[src/rtl/dmem_arbiter.sv]
// Round-robin req/ack arbiter that shares the single-port data memory between
// the core (port 0) and the loader/DMA engine (port 1). All outputs are registered.
module dmem_arbiter #(
  parameter int unsigned DATA_W = 16,
  parameter int unsigned ADDR_W = 5,
  parameter int unsigned CNT_W  = 8
) (
  input  logic              clock,
  input  logic              reset,
  input  logic              req0,
  input  logic              we0,
  input  logic [ADDR_W-1:0] addr0,
  input  logic [DATA_W-1:0] wdata0,
  output logic              ack0,
  output logic [DATA_W-1:0] rdata0,
  input  logic              req1,
  input  logic              we1,
  input  logic [ADDR_W-1:0] addr1,
  input  logic [DATA_W-1:0] wdata1,
  output logic              ack1,
  output logic [DATA_W-1:0] rdata1,
  output logic [ADDR_W-1:0] mem_addr,
  output logic [DATA_W-1:0] mem_wdata,
  output logic              mem_write,
  input  logic [DATA_W-1:0] mem_rdata,
  output logic              busy,
  output logic [CNT_W-1:0]  cnt0,
  output logic [CNT_W-1:0]  cnt1
);

  typedef enum logic [1:0] {IDLE, SERVE, ACK} state_e;

  state_e              state_q, state_d;
  logic                last_gnt_q, last_gnt_d;
  logic                gnt_id_q, gnt_id_d;
  logic [ADDR_W-1:0]   mem_addr_q, mem_addr_d;
  logic [DATA_W-1:0]   mem_wdata_q, mem_wdata_d;
  logic                mem_write_q, mem_write_d;
  logic [DATA_W-1:0]   rdata0_q, rdata0_d, rdata1_q, rdata1_d;
  logic                ack0_q, ack0_d, ack1_q, ack1_d;
  logic                busy_q, busy_d;
  logic [CNT_W-1:0]    cnt0_q, cnt0_d, cnt1_q, cnt1_d;
  logic                pick;

  always_comb begin
    state_d     = state_q;
    last_gnt_d  = last_gnt_q;
    gnt_id_d    = gnt_id_q;
    mem_addr_d  = mem_addr_q;
    mem_wdata_d = mem_wdata_q;
    mem_write_d = 1'b0;
    rdata0_d    = rdata0_q;
    rdata1_d    = rdata1_q;
    ack0_d      = 1'b0;
    ack1_d      = 1'b0;
    cnt0_d      = cnt0_q;
    cnt1_d      = cnt1_q;
    pick        = 1'b0;
    case (state_q)
      IDLE: begin
        if (req0 || req1) begin
          // On a tie the port that did not win last time is served.
          pick        = (req0 && req1) ? ~last_gnt_q : req1;
          gnt_id_d    = pick;
          last_gnt_d  = pick;
          mem_write_d = pick ? we1 : we0;
          mem_addr_d  = pick ? addr1 : addr0;
          mem_wdata_d = pick ? wdata1 : wdata0;
          state_d     = SERVE;
        end
      end
      SERVE: begin
        if (!mem_write_q) begin
          if (gnt_id_q) rdata1_d = mem_rdata;
          else          rdata0_d = mem_rdata;
        end
        ack0_d  = ~gnt_id_q;
        ack1_d  = gnt_id_q;
        state_d = ACK;
      end
      ACK: begin
        if (gnt_id_q) cnt1_d = (cnt1_q == '1) ? cnt1_q : cnt1_q + 1'b1;
        else          cnt0_d = (cnt0_q == '1) ? cnt0_q : cnt0_q + 1'b1;
        state_d = IDLE;
      end
      default: state_d = IDLE;
    endcase
    busy_d = (state_d != IDLE);
  end

  always_ff @(posedge clock or posedge reset) begin
    if (reset) begin
      state_q     <= IDLE;
      last_gnt_q  <= 1'b1;
      gnt_id_q    <= 1'b0;
      mem_addr_q  <= '0;
      mem_wdata_q <= '0;
      mem_write_q <= 1'b0;
      rdata0_q    <= '0;
      rdata1_q    <= '0;
      ack0_q      <= 1'b0;
      ack1_q      <= 1'b0;
      busy_q      <= 1'b0;
      cnt0_q      <= '0;
      cnt1_q      <= '0;
    end else begin
      state_q     <= state_d;
      last_gnt_q  <= last_gnt_d;
      gnt_id_q    <= gnt_id_d;
      mem_addr_q  <= mem_addr_d;
      mem_wdata_q <= mem_wdata_d;
      mem_write_q <= mem_write_d;
      rdata0_q    <= rdata0_d;
      rdata1_q    <= rdata1_d;
      ack0_q      <= ack0_d;
      ack1_q      <= ack1_d;
      busy_q      <= busy_d;
      cnt0_q      <= cnt0_d;
      cnt1_q      <= cnt1_d;
    end
  end

  assign mem_addr  = mem_addr_q;
  assign mem_wdata = mem_wdata_q;
  assign mem_write = mem_write_q;
  assign rdata0    = rdata0_q;
  assign rdata1    = rdata1_q;
  assign ack0      = ack0_q;
  assign ack1      = ack1_q;
  assign busy      = busy_q;
  assign cnt0      = cnt0_q;
  assign cnt1      = cnt1_q;

endmodule

[config.mk]
export PLATFORM = sky130hd
export DESIGN_NAME = dmem_arbiter
export DESIGN_NICKNAME = d
export VERILOG_FILES = /design/src/rtl/dmem_arbiter.sv
export SDC_FILE = /design/constraint.sdc
export NUM_CORES = 1
export LEC_CHECK = 0
export ABC_AREA = 1
export CAP_MARGIN = 20
export CELL_PAD_IN_SITES_DETAIL_PLACEMENT = 1
export CELL_PAD_IN_SITES_GLOBAL_PLACEMENT = 1
export CORE_MARGIN = 8
export CORE_UTILIZATION = 30
export DETAILED_ROUTE_END_ITERATION = 16
export PLACE_DENSITY = 0.79
export RECOVER_POWER = 50
export SYNTH_ARGS = -nofsm -noshare
export SYNTH_HDL_FRONTEND = slang
export SYNTH_SLANG_ARGS = --single-unit
[constraint.sdc]
create_clock -name clock -period 5.44 [get_ports clock]
set_input_delay 0.816 -clock clock [delete_from_list [all_inputs] [get_ports clock]]
set_output_delay 0.816 -clock clock [all_outputs]
set_load 0.02 [all_outputs]
==> summary.md, run 1 <==
| Metric | Value |
|---|---|
| Post-Syn Area | 3610 um2 |
| Average wire per standard cell | between 15 and 20 um |
| Max IR drop VDD | 0.000206 V |
| Vias per cell | 4.62 |
| CP Data Arrival Time | 3.39 ns |
| Setup TNS | 0 ns |
| Largest family of logic cells by synthesized area | simple AND/OR/NAND/NOR gates |
| Cell-internal power | 0.00190 W |
| Nets | 593 |
| Clk network pwr share | between 20% and 30% |
| Core Rows | 40 |
| GRT busiest layer | met2 |
| Outcome | finished with violations |
| Die footprint | 15800 um2 |
| Worst-path cell with the longest stage delay | nor2_1 |
| Post-DP HPWL | about 8400 um |
| Critical path's largest stage delay | between 1 and 1.5 ns |
| Boundary Pins | 137 |
| DP Cell Count | 663 |
| Vias in the first global route | 3681 |
| RR Startpoint | state_q[0] |
| TritonRoute pass-1 iters | 4 |
| First-pass GRT wire length | 18500 um |
| Critical path's top delay family | simple AND/OR/NAND/NOR gates |
| Largest net degree at the start of global routing | 40 |
| Most used cell along the critical path | nor2_1 |
| M3 GR Usage | 4.39% |
| YS warnings | 0 |
| Critical path data required time | 5.65 ns |
| Design area | ~5200 um2 |
| Syn nets | approximately 460 |
| Worst Setup End Kind | register |
| LEAKAGE | 2.32 nW |
| GRT Total Usage | 14.4% |
| Post-synthesis xor/xnor area fraction | 1.70% |
| Max-slew violations | 67 |
| Slew @ Worst Pin | 1.76 ns |
| Min-Delay Path Class | reg -> reg |
| Worst Setup SP | req1 |
| DR DRC count | 0 |
| Post-synthesis sequential area ratio | 53.4% |
| Power density over the cells | slightly below 600 nW/um2 |
| Commonest cells after routing, fill and taps aside | 135 x clkdlybuf4s50_1, 97 x nand2_1, 76 x dfrtp_1 |
| Max cap viols | 2 |
| Final ANT Viol Nets | 0 |
| PortBufs | 136 |
| Multiplexer share of the synthesized area | 0% |
| Initial DRC Count | 115 |
| Syn_area_per_cell | 9.19 um2 |
| Commonest non-fill, non-tap cell in the layout | clkdlybuf4s50_1 |
| Max Root-Sink Buffers | 2 |
| Post-synthesis cell type count | 26 |
| Failing checks | max-capacitance violations, max-slew violations |
| Sequential power share | 32.5% |
| Fillers | 1392 |
| Max Freq | around 0.31 GHz |
| Critical path class | in -> reg |
| CTS tree | yes |
| Total core area | 11900 um2 |
| Unrepaired setup endpoints after global routing | no |
| Minimum clock period | 3.18 ns |
| CP max FO | 26 |
| Fin cells | 679 |
| Routed WL | 11200 um |
| Initial antenna violation count | 0 |
| Power Total | 0.00310 W |
| Met2 usage | 26.6% |
| Hold path startpoint | rdata1[10] |
| Comb pwr share | 44.9% |
| Met1 Use GR | 15.2% |
| H-tree level count | 3 |
| Setup Buffers After CTS | 0 |
| Die Width | 126 um |
| R2r setup slk | 2.73 ns |
| Synth area leader | dfrtp_1 |
| CTS resizes | 0 |
| Relative slew slack | -17.7% |
| Area Growth Syn to Fin | 45.3% |
| Final core utilization | 44.2% |
| Flops & latches, synth | 77 |
| Syn Inst Count | 393 |
| Post-cts hold buffer count | 0 |
| Ordered list of cells on the worst path | clkdlybuf4s50_1 > nor2_1 > nor2_1 > inv_2 > nand2_1 > o21ai_1 |
| Post-DP Area | about 5000 um2 |
| Final hold violation count | 0 |
| Initial core utilization | a little under a third |
| Area share of the largest cell type after synthesis | 52.7% |
| Overall die height | 126 um |
| Top post-synthesis cells by area | dfrtp_1 53%, nand2_1 9.6%, o21ai_2 7.8%, nand2_2 4.9%, o21ai_1 4.4% |
| Fin crit share | 58.5% |
| Net Sw Power | roughly 0.0012 W |
| Synth Area in Compound Gates | roughly 15% |
| GP Congestion | ~0.76 |
| Final setup vio count | 0 |
| CP bufs+invs | 2 |
| Worst Clk Skew | 0.00705 ns |
| Diodes inserted | 0 |
| Fraction of layout cells with a size suffix above 1 | 10.5% |
| Sw frac | 38.7% |
| Root buf cell | clkbuf_16 |
| Worst setup SP type | input port |
| DR vias | 3140 |
| Clock transition at path regs | 0.06 ns |
| Worst-skew pair later-pin latency | about 0.32 ns |
| Remaining Overflow, GRT | 0 |
| Simple-Gate Fraction of Synth Area | 22.7% |
| CTS sink count | 77 |
| Adder-cell share of the synthesized area | 0.693% |
| CTS Buf Count | 9 |
-- state kept, by name, indices dropped and copies added (netlist names) --
name,count
mem_wdata,16
busy,1
rdata1,16
rdata0,16
mem_write,1
last_gnt_q,1
cnt0,8
cnt1,8
gnt_id_q,1
state_q,2
ack1,1
ack0,1
mem_addr,5
-- per-layer routing --
metal	vias to the layer above	share of wire (%)
met3	11	5.8
met2	79	53
met5	-	0
met4	0	1.4
li1	1506	-
met1	1544	39
-- cell families after synthesis --
| logic type | count (synthesis) |
|---|---|
| and+or+nand+nor | 176 |
| AOI/OAI and AO/OA | 81 |
| DFF | 77 |
| adders and majority gates | 2 |
| xor gates and xnor gates | 7 |
| buffers and inverters | 50 |
-- final cells by class --
class	instances	area (um2)	share of cell area [%]
clock buffer	11	243	4.63
clock inverter	5	106	2.03
inverter	36	139	2.65
multi-input combinational	266	1280	24.4
sequential	77	1930	36.8
tap	147	184	3.51
timing repair buffer	137	1370	26.1
-- power groups by stage --
| stage | Sequential [W] | Clock, W | Combinational (W) |
|---|---|---|---|
| after floorplan | 0.00127 | 0 | 0.000597 |
| after global placement | 0.00100 | 0 | 0.00147 |
| after detailed placement | 0.00102 | 0 | 0.00152 |
| after CTS | 0.00102 | 0.000719 | 0.00153 |
| after global routing | 0.00105 | 0.000741 | 0.00152 |
| final | 0.00101 | 0.000699 | 0.00139 |
-- metrics by stage --
step / hold slack [ns] / worst slack [ns]
3_5_place_dp: 0.477 / 2.28
5_1_grt: 0.515 / 1.97
4_1_cts: 0.491 / 2.61
3_3_place_gp: 0.469 / 2.41
2_1_floorplan: 0.443 / 2.66
6_report: 0.489 / 2.26
-- synthesized netlist by cell type (all sizes together) --
library cell	instances
buf	13
nand2	123
o21ai	81
inv	35
xor2	5
nor2	40
dfstp	1
dfrtp	76
xnor2	2
clkbuf	1
nand3	7
ha	2
nand4	3
nand3b	3
clkinv	1
-- worst paths after layout --
path / endpoint / cells past startpoint
min: rdata1[10] / 2
min in group asynchronous: cnt0[3] / 2
max: mem_wdata[5] / 6
max in group asynchronous: cnt0[0] / 3
min reg2reg: rdata1[10] / 2
max reg2reg: mem_wdata[5] / 6
-- worst min-delay path: cells and delay by family (launching register included) --
family | cells | cell delay [ns]
AO/OA/AOI/OAI | 1 | 0.04
AND/OR/NAND/NOR | 1 | 0.06
flip-flops | 1 | 0.36
(Power assumes the default switching activity.)
==> run 2, diff against run 1 <==
--- a/config.mk
+++ b/config.mk
@@ -10,9 +10,9 @@
 export CELL_PAD_IN_SITES_DETAIL_PLACEMENT = 1
 export CELL_PAD_IN_SITES_GLOBAL_PLACEMENT = 1
 export CORE_MARGIN = 8
-export CORE_UTILIZATION = 30
+export CORE_UTILIZATION = 29
 export DETAILED_ROUTE_END_ITERATION = 16
-export PLACE_DENSITY = 0.79
+export PLACE_DENSITY = 0.8
 export RECOVER_POWER = 50
 export SYNTH_ARGS = -nofsm -noshare
 export SYNTH_HDL_FRONTEND = slang
==> constraint.sdc (replaced) <==
create_clock -name clock -period 2.7 [get_ports clock]
set_input_delay 0.405 -clock clock [delete_from_list [all_inputs] [get_ports clock]]
set_output_delay 0.405 -clock clock [all_outputs]
set_load 0.02 [all_outputs]
==> summary.md, run 2 (synthesized netlist as in run 1, its figures left out) <==
| Metric | Value |
|---|---|
| GRT Total Usage | 13.8% (-0.64 points) |
| Max Root-Sink Buffers | 2 (unchanged) |
| DR vias | 3171 (+0.99%) |
| R2r setup slk | 0.81 ns (-1.92 ns) |
| Fillers | 1368 (-1.7%) |
| Vias in the first global route | 3570 (-3.0%) |
| Nets | 595 (+0.34%) |
| Max cap viols | 0 (-2) |
| CTS Buf Count | 9 (unchanged) |
| Worst-path cell with the longest stage delay | nor2_4 |
| Most used cell along the critical path | nand2_1 |
| GP Congestion | 0.798 (+5.0%) |
| Max IR drop VDD | 0.000488 V (+140%) |
| Area Growth Syn to Fin | 48.4% |
| Vias per cell | 4.52 (-2.3%) |
| Diodes inserted | 0 (unchanged) |
| Critical path's top delay family | simple AND/OR/NAND/NOR gates |
| Post-cts hold buffer count | 0 (unchanged) |
| Setup TNS | 0 ns (unchanged) |
| Worst Setup SP | state_q[0] |
| Worst Clk Skew | 0.00518 ns (-0.00187 ns) |
| Core Rows | 40 (unchanged) |
| CTS tree | yes |
| RR Startpoint | state_q[0] |
| Commonest cells after routing, fill and taps aside | 135 x clkdlybuf4s50_1, 115 x nand2_1, 76 x dfrtp_1 |
| LEAKAGE | 2.37 nW (+2.5%) |
| Die footprint | 16300 um2 (+3.0%) |
| Remaining Overflow, GRT | 0 (unchanged) |
| Critical path class | reg -> reg |
| Max-slew violations | 0 (-100%) |
| Ordered list of cells on the worst path | inv_1 > nand2_1 > nor2_4 > inv_2 > nand2_1 > o21ai_0 |
| First-pass GRT wire length | 17900 um (-3.5%) |
| Fin crit share | 70.1% |
| CP max FO | 26 (unchanged) |
| Fraction of layout cells with a size suffix above 1 | 12.9% (+2.4 points) |
| Initial core utilization | 29.9% (-0.51 points) |
| Minimum clock period | 1.89 ns |
| CP Data Arrival Time | 2.08 ns (-1.31 ns) |
| Outcome | complete, no violations |
| Setup Buffers After CTS | 0 (unchanged) |
| DR DRC count | 0 (unchanged) |
| Worst-skew pair later-pin latency | 0.33 ns (about the same) |
| Worst Setup End Kind | register |
| CTS sink count | 77 (unchanged) |
| Power density over the cells | 1190 nW/um2 (+100%) |
| Initial antenna violation count | 0 (unchanged) |
| Clock transition at path regs | 0.06 ns (about the same) |
| Relative slew slack | 34.8% (+52 points) |
| Unrepaired setup endpoints after global routing | no |
| Critical path data required time | 2.88 ns (-2.77 ns) |
| Root buf cell | clkbuf_16 |
| Average wire per standard cell | 15.6 um (-5.3%) |
| Critical path's largest stage delay | 0.44 ns (-0.74 ns) |
| Final hold violation count | 0 (unchanged) |
| Hold path startpoint | last_gnt_q |
| Final core utilization | 44.4% (+0.20 points) |
| Worst setup SP type | register |
| Final setup vio count | 0 (unchanged) |
| TritonRoute pass-1 iters | 4 (unchanged) |
| CTS resizes | 0 (unchanged) |
| CP bufs+invs | 2 (unchanged) |
| Commonest non-fill, non-tap cell in the layout | clkdlybuf4s50_1 |
| H-tree level count | 3 (unchanged) |
| Power Total | 0.00635 W (+100%) |
| Die Width | 128 um (+1.5%) |
| Overall die height | 128 um (+1.5%) |
| Largest net degree at the start of global routing | 40 (unchanged) |
| Initial DRC Count | 83 (-28%) |
| Boundary Pins | 137 (unchanged) |
| PortBufs | 136 (unchanged) |
| Max Freq | roughly 0.53 GHz |
| Min-Delay Path Class | reg -> reg |
| Post-DP HPWL | 8270 um (-1.2%) |
| Routed WL | 11000 um (-2.1%) |
| Final ANT Viol Nets | 0 (unchanged) |
| Total core area | 12100 um2 (+1.7%) |
| Slew @ Worst Pin | 0.978 ns (-0.777 ns) |
-- run 2: metal layers --
layer	track usage, %	routed length (um)	share of wire (%)	vias up
met5	0	0	0	-
met4	5.24	197	1.8	0
met3	4.78	793	7.2	16
met2	23.7	5500	50	89
met1	15.4	4470	41	1546
li1	-	-	-	1520
-- run 2: tightest hold or removal path, stage by stage (launching register included) --
cell	delay, ns
dfstp_2	0.37
nand2_1	0.06
nand2_1	0.04
-- run 2: power by group --
group,switching [W],internal (W)
logic,0.00164,0.00127
registers,0.000356,0.00166
clock network,0.000468,0.000955
-- run 2: cell type report --
cell class                      count  area [um2]  share of cell area [%]
Timing Repair Buffer              139        1380                    25.7
Multi-Input combinational cell    266        1340                    25.1
Sequential cell                    77        1930                    36.0
Inverter                           36         140                    2.61
Clock buffer                       11         253                    4.72
Clock inverter                      5         106                    1.98
Tap cell                          168         210                    3.92
-- run 2: worst paths after layout --
kind	endpoint	cells past startpoint
setup / recovery	mem_wdata[0]	6
hold / removal	last_gnt_q	2
setup reg to reg	mem_wdata[0]	6
hold reg to reg	last_gnt_q	2
max in group asynchronous	mem_wdata[1]	3
min in group asynchronous	cnt0[4]	2
-- run 2: through the flow --
| stage | area [um2] | hold slack (ns) | cells | setup slack (ns) |
|---|---|---|---|---|
| floorplan | 3610 | 0.443 | 393 | 0.330 |
| global placement | 5100 | 0.467 | 686 | 0.706 |
| detailed placement | 5100 | 0.469 | 686 | 0.555 |
| CTS | 5460 | 0.292 | 702 | 0.802 |
| global route | 5360 | 0.507 | 702 | 0.604 |
| finish | 5360 | 0.472 | 702 | 0.806 |
==> run 3, diff against run 2 <==
--- a/config.mk
+++ b/config.mk
@@ -10,9 +10,9 @@
 export CELL_PAD_IN_SITES_DETAIL_PLACEMENT = 1
 export CELL_PAD_IN_SITES_GLOBAL_PLACEMENT = 1
 export CORE_MARGIN = 8
-export CORE_UTILIZATION = 29
+export CORE_UTILIZATION = 30
 export DETAILED_ROUTE_END_ITERATION = 16
-export PLACE_DENSITY = 0.8
+export PLACE_DENSITY = 0.79
 export RECOVER_POWER = 50
 export SYNTH_ARGS = -nofsm -noshare
 export SYNTH_HDL_FRONTEND = slang
==> constraint.sdc (replaced) <==
create_clock -name clock -period 1.9 [get_ports clock]
set_input_delay 0.285 -clock clock [delete_from_list [all_inputs] [get_ports clock]]
set_output_delay 0.285 -clock clock [all_outputs]
set_load 0.02 [all_outputs]
==> summary.md, run 3 (synthesized netlist as in run 1, its figures left out) <==
| Metric | Value |
|---|---|
| CP Data Arrival Time | 1.44 ns (-0.64 ns) |
| DR vias | 3118 (-1.7%) |
| First-pass GRT wire length | 18100 um (+1.2%) |
| Max cap viols | 0 (unchanged) |
| Vias per cell | 4.59 (+1.5%) |
| Worst Setup End Kind | primary output |
| Comb pwr share | 47.2% (+1.4 points) |
| Fin crit share | 91.0% |
| Root buf cell | clkbuf_16 |
| CTS Buf Count | 9 (unchanged) |
| Initial antenna violation count | 0 (unchanged) |
| Final hold violation count | 0 (unchanged) |
| Fin cells | 680 (-3.1%) |
| Setup ws final | 0.170 ns (-0.636 ns) |
| Nets | 595 (unchanged) |
| Setup TNS | 0 ns (unchanged) |
| Max IR drop VDD | 0.000602 V (+23%) |
| Die Width | 126 um (-1.5%) |
| Initial core utilization | 30.4% (+0.51 points) |
| Post-cts hold buffer count | 0 (unchanged) |
| Final setup vio count | 0 (unchanged) |
| Sw frac | 39.5% (+0.72 points) |
| GP Congestion | 0.771 (-3.4%) |
| Worst setup SP type | register |
| Ordered list of cells on the worst path | clkdlybuf4s50_1 |
| CTS resizes | 0 (unchanged) |
| Sequential power share | 32.0% (+0.2 points) |
| Max Root-Sink Buffers | 2 (unchanged) |
| Total core area | 11900 um2 (-1.7%) |
| LEAKAGE | 2.36 nW (-0.46%) |
| Routed WL | 10900 um (-0.45%) |
| TritonRoute pass-1 iters | 4 (unchanged) |
| Power Total | 0.00885 W (+39%) |
| Clock transition at path regs | 0.06 ns (about the same) |
| Relative slew slack | 29.1% (-5.7 points) |
| CP max FO | 7 (-73%) |
| Unrepaired setup endpoints after global routing | no |
| Setup WS pre-CTS | 0.0792 ns (-0.476 ns) |
| Net Sw Power | 0.00350 W (+42%) |
| Critical path's top delay family | buffers and inverters |
| Average wire per standard cell | 16.0 um (+2.8%) |
| Worst Clk Skew | 0.00723 ns (+0.00205 ns) |
| Hold WS | 0.479 ns (+0.00664 ns) |
| CTS tree | yes |
| Vias in the first global route | 3506 (-1.8%) |
| Fraction of layout cells with a size suffix above 1 | 12.0% (-0.91 points) |
| Remaining Overflow, GRT | 0 (unchanged) |
| GRT Total Usage | 14.1% (+0.33 points) |
| DP Cell Count | 665 (-3.1%) |
| Max Freq | approximately 0.58 GHz |
| Worst-skew pair later-pin latency | 0.33 ns (about the same) |
| Critical path data required time | 1.62 ns (-1.26 ns) |
| Core Rows | 40 (unchanged) |
| Largest net degree at the start of global routing | 78 (+95%) |
| Worst-path cell with the longest stage delay | clkdlybuf4s50_1 |
| Diodes inserted | 0 (unchanged) |
| Cell-internal power | 0.00535 W (+38%) |
| Initial DRC Count | 164 (+98%) |
| DR DRC count | 0 (unchanged) |
| Post-DP HPWL | 8150 um (-1.5%) |
| Outcome | complete, no violations |
| Overall die height | 126 um (-1.5%) |
| Critical path's largest stage delay | 0.66 ns (+0.22 ns) |
| H-tree level count | 3 (unchanged) |
| Clk network pwr share | 20.9% (-1.5 points) |
| Minimum clock period | 1.73 ns |
| Final ANT Viol Nets | 0 (unchanged) |
| Slew @ Worst Pin | 1.06 ns (+0.0860 ns) |
| Max-slew violations | 0 (unchanged) |
| Setup Buffers After CTS | 0 (unchanged) |
| PortBufs | 136 (unchanged) |
| Commonest non-fill, non-tap cell in the layout | clkdlybuf4s50_1 |
| Die footprint | 15800 um2 (-2.9%) |
| Min-Delay Path Class | reg -> reg |
| CTS sink count | 77 (unchanged) |
| Commonest cells after routing, fill and taps aside | 134 x clkdlybuf4s50_1, 119 x nand2_1, 76 x dfrtp_1 |
| Boundary Pins | 137 (unchanged) |
| Power density over the cells | 1670 nW/um2 (+41%) |
| CP bufs+invs | 1 (-1) |
| Area Growth Syn to Fin | 46.8% |
| Critical path class | reg -> out |
==> run 3: through the flow <==
step | utilization, % | instance area, um2
2_1_floorplan | - | 3610
3_3_place_gp | 42.8 | 5080
3_5_place_dp | 42.8 | 5080
4_1_cts | 45.5 | 5400
5_1_grt | 44.7 | 5300
6_report | 44.7 | 5300
==> run 3: worst min-delay path: cells and delay by family (launching register included) <==
kind | cells | cell delay [ns]
simple gates | 2 | 0.11
flops | 1 | 0.37
==> run 3: power groups by stage <==
stage	registers (W)	clock network (W)	logic (W)
6_report	0.00283	0.00185	0.00417
5_1_grt	0.00292	0.00196	0.00455
4_1_cts	0.00290	0.00188	0.00440
3_5_place_dp	0.00291	0	0.00438
3_3_place_gp	0.00288	0	0.00425
2_1_floorplan	0.00364	0	0.00171
==> run 3: final cells by class <==
cell class,instances,area (um2)
repair buffers,139,1380
flip-flops and latches,77,1930
well taps,147,184
fillers,1372,6560
multi-input cells,266,1350
clock inverters,4,72.6
clock buffers,11,243
inverters,36,143
==> run 3: final timing paths <==
check / startpoint / end / slack, ns / cells after the start
setup / recovery: cnt0[2] / cnt0[2] / 0.17 / 1
hold / removal: last_gnt_q / last_gnt_q / 0.48 / 2
setup reg to reg: cnt1[0] / cnt1[3] / 0.21 / 8
hold reg to reg: last_gnt_q / last_gnt_q / 0.48 / 2
max in group asynchronous: reset / mem_wdata[4] / 0.40 / 3
min in group asynchronous: reset / cnt1[6] / 0.82 / 3
==> run 3: layer usage <==
layer  global-route usage, %  share of wire, %  vias up
li1                        -                 -     1518
met1                    15.1                41     1514
met2                    25.5                51       76
met3                    4.73               6.3       10
met4                    4.80               1.6        0
met5                       0                 0        -
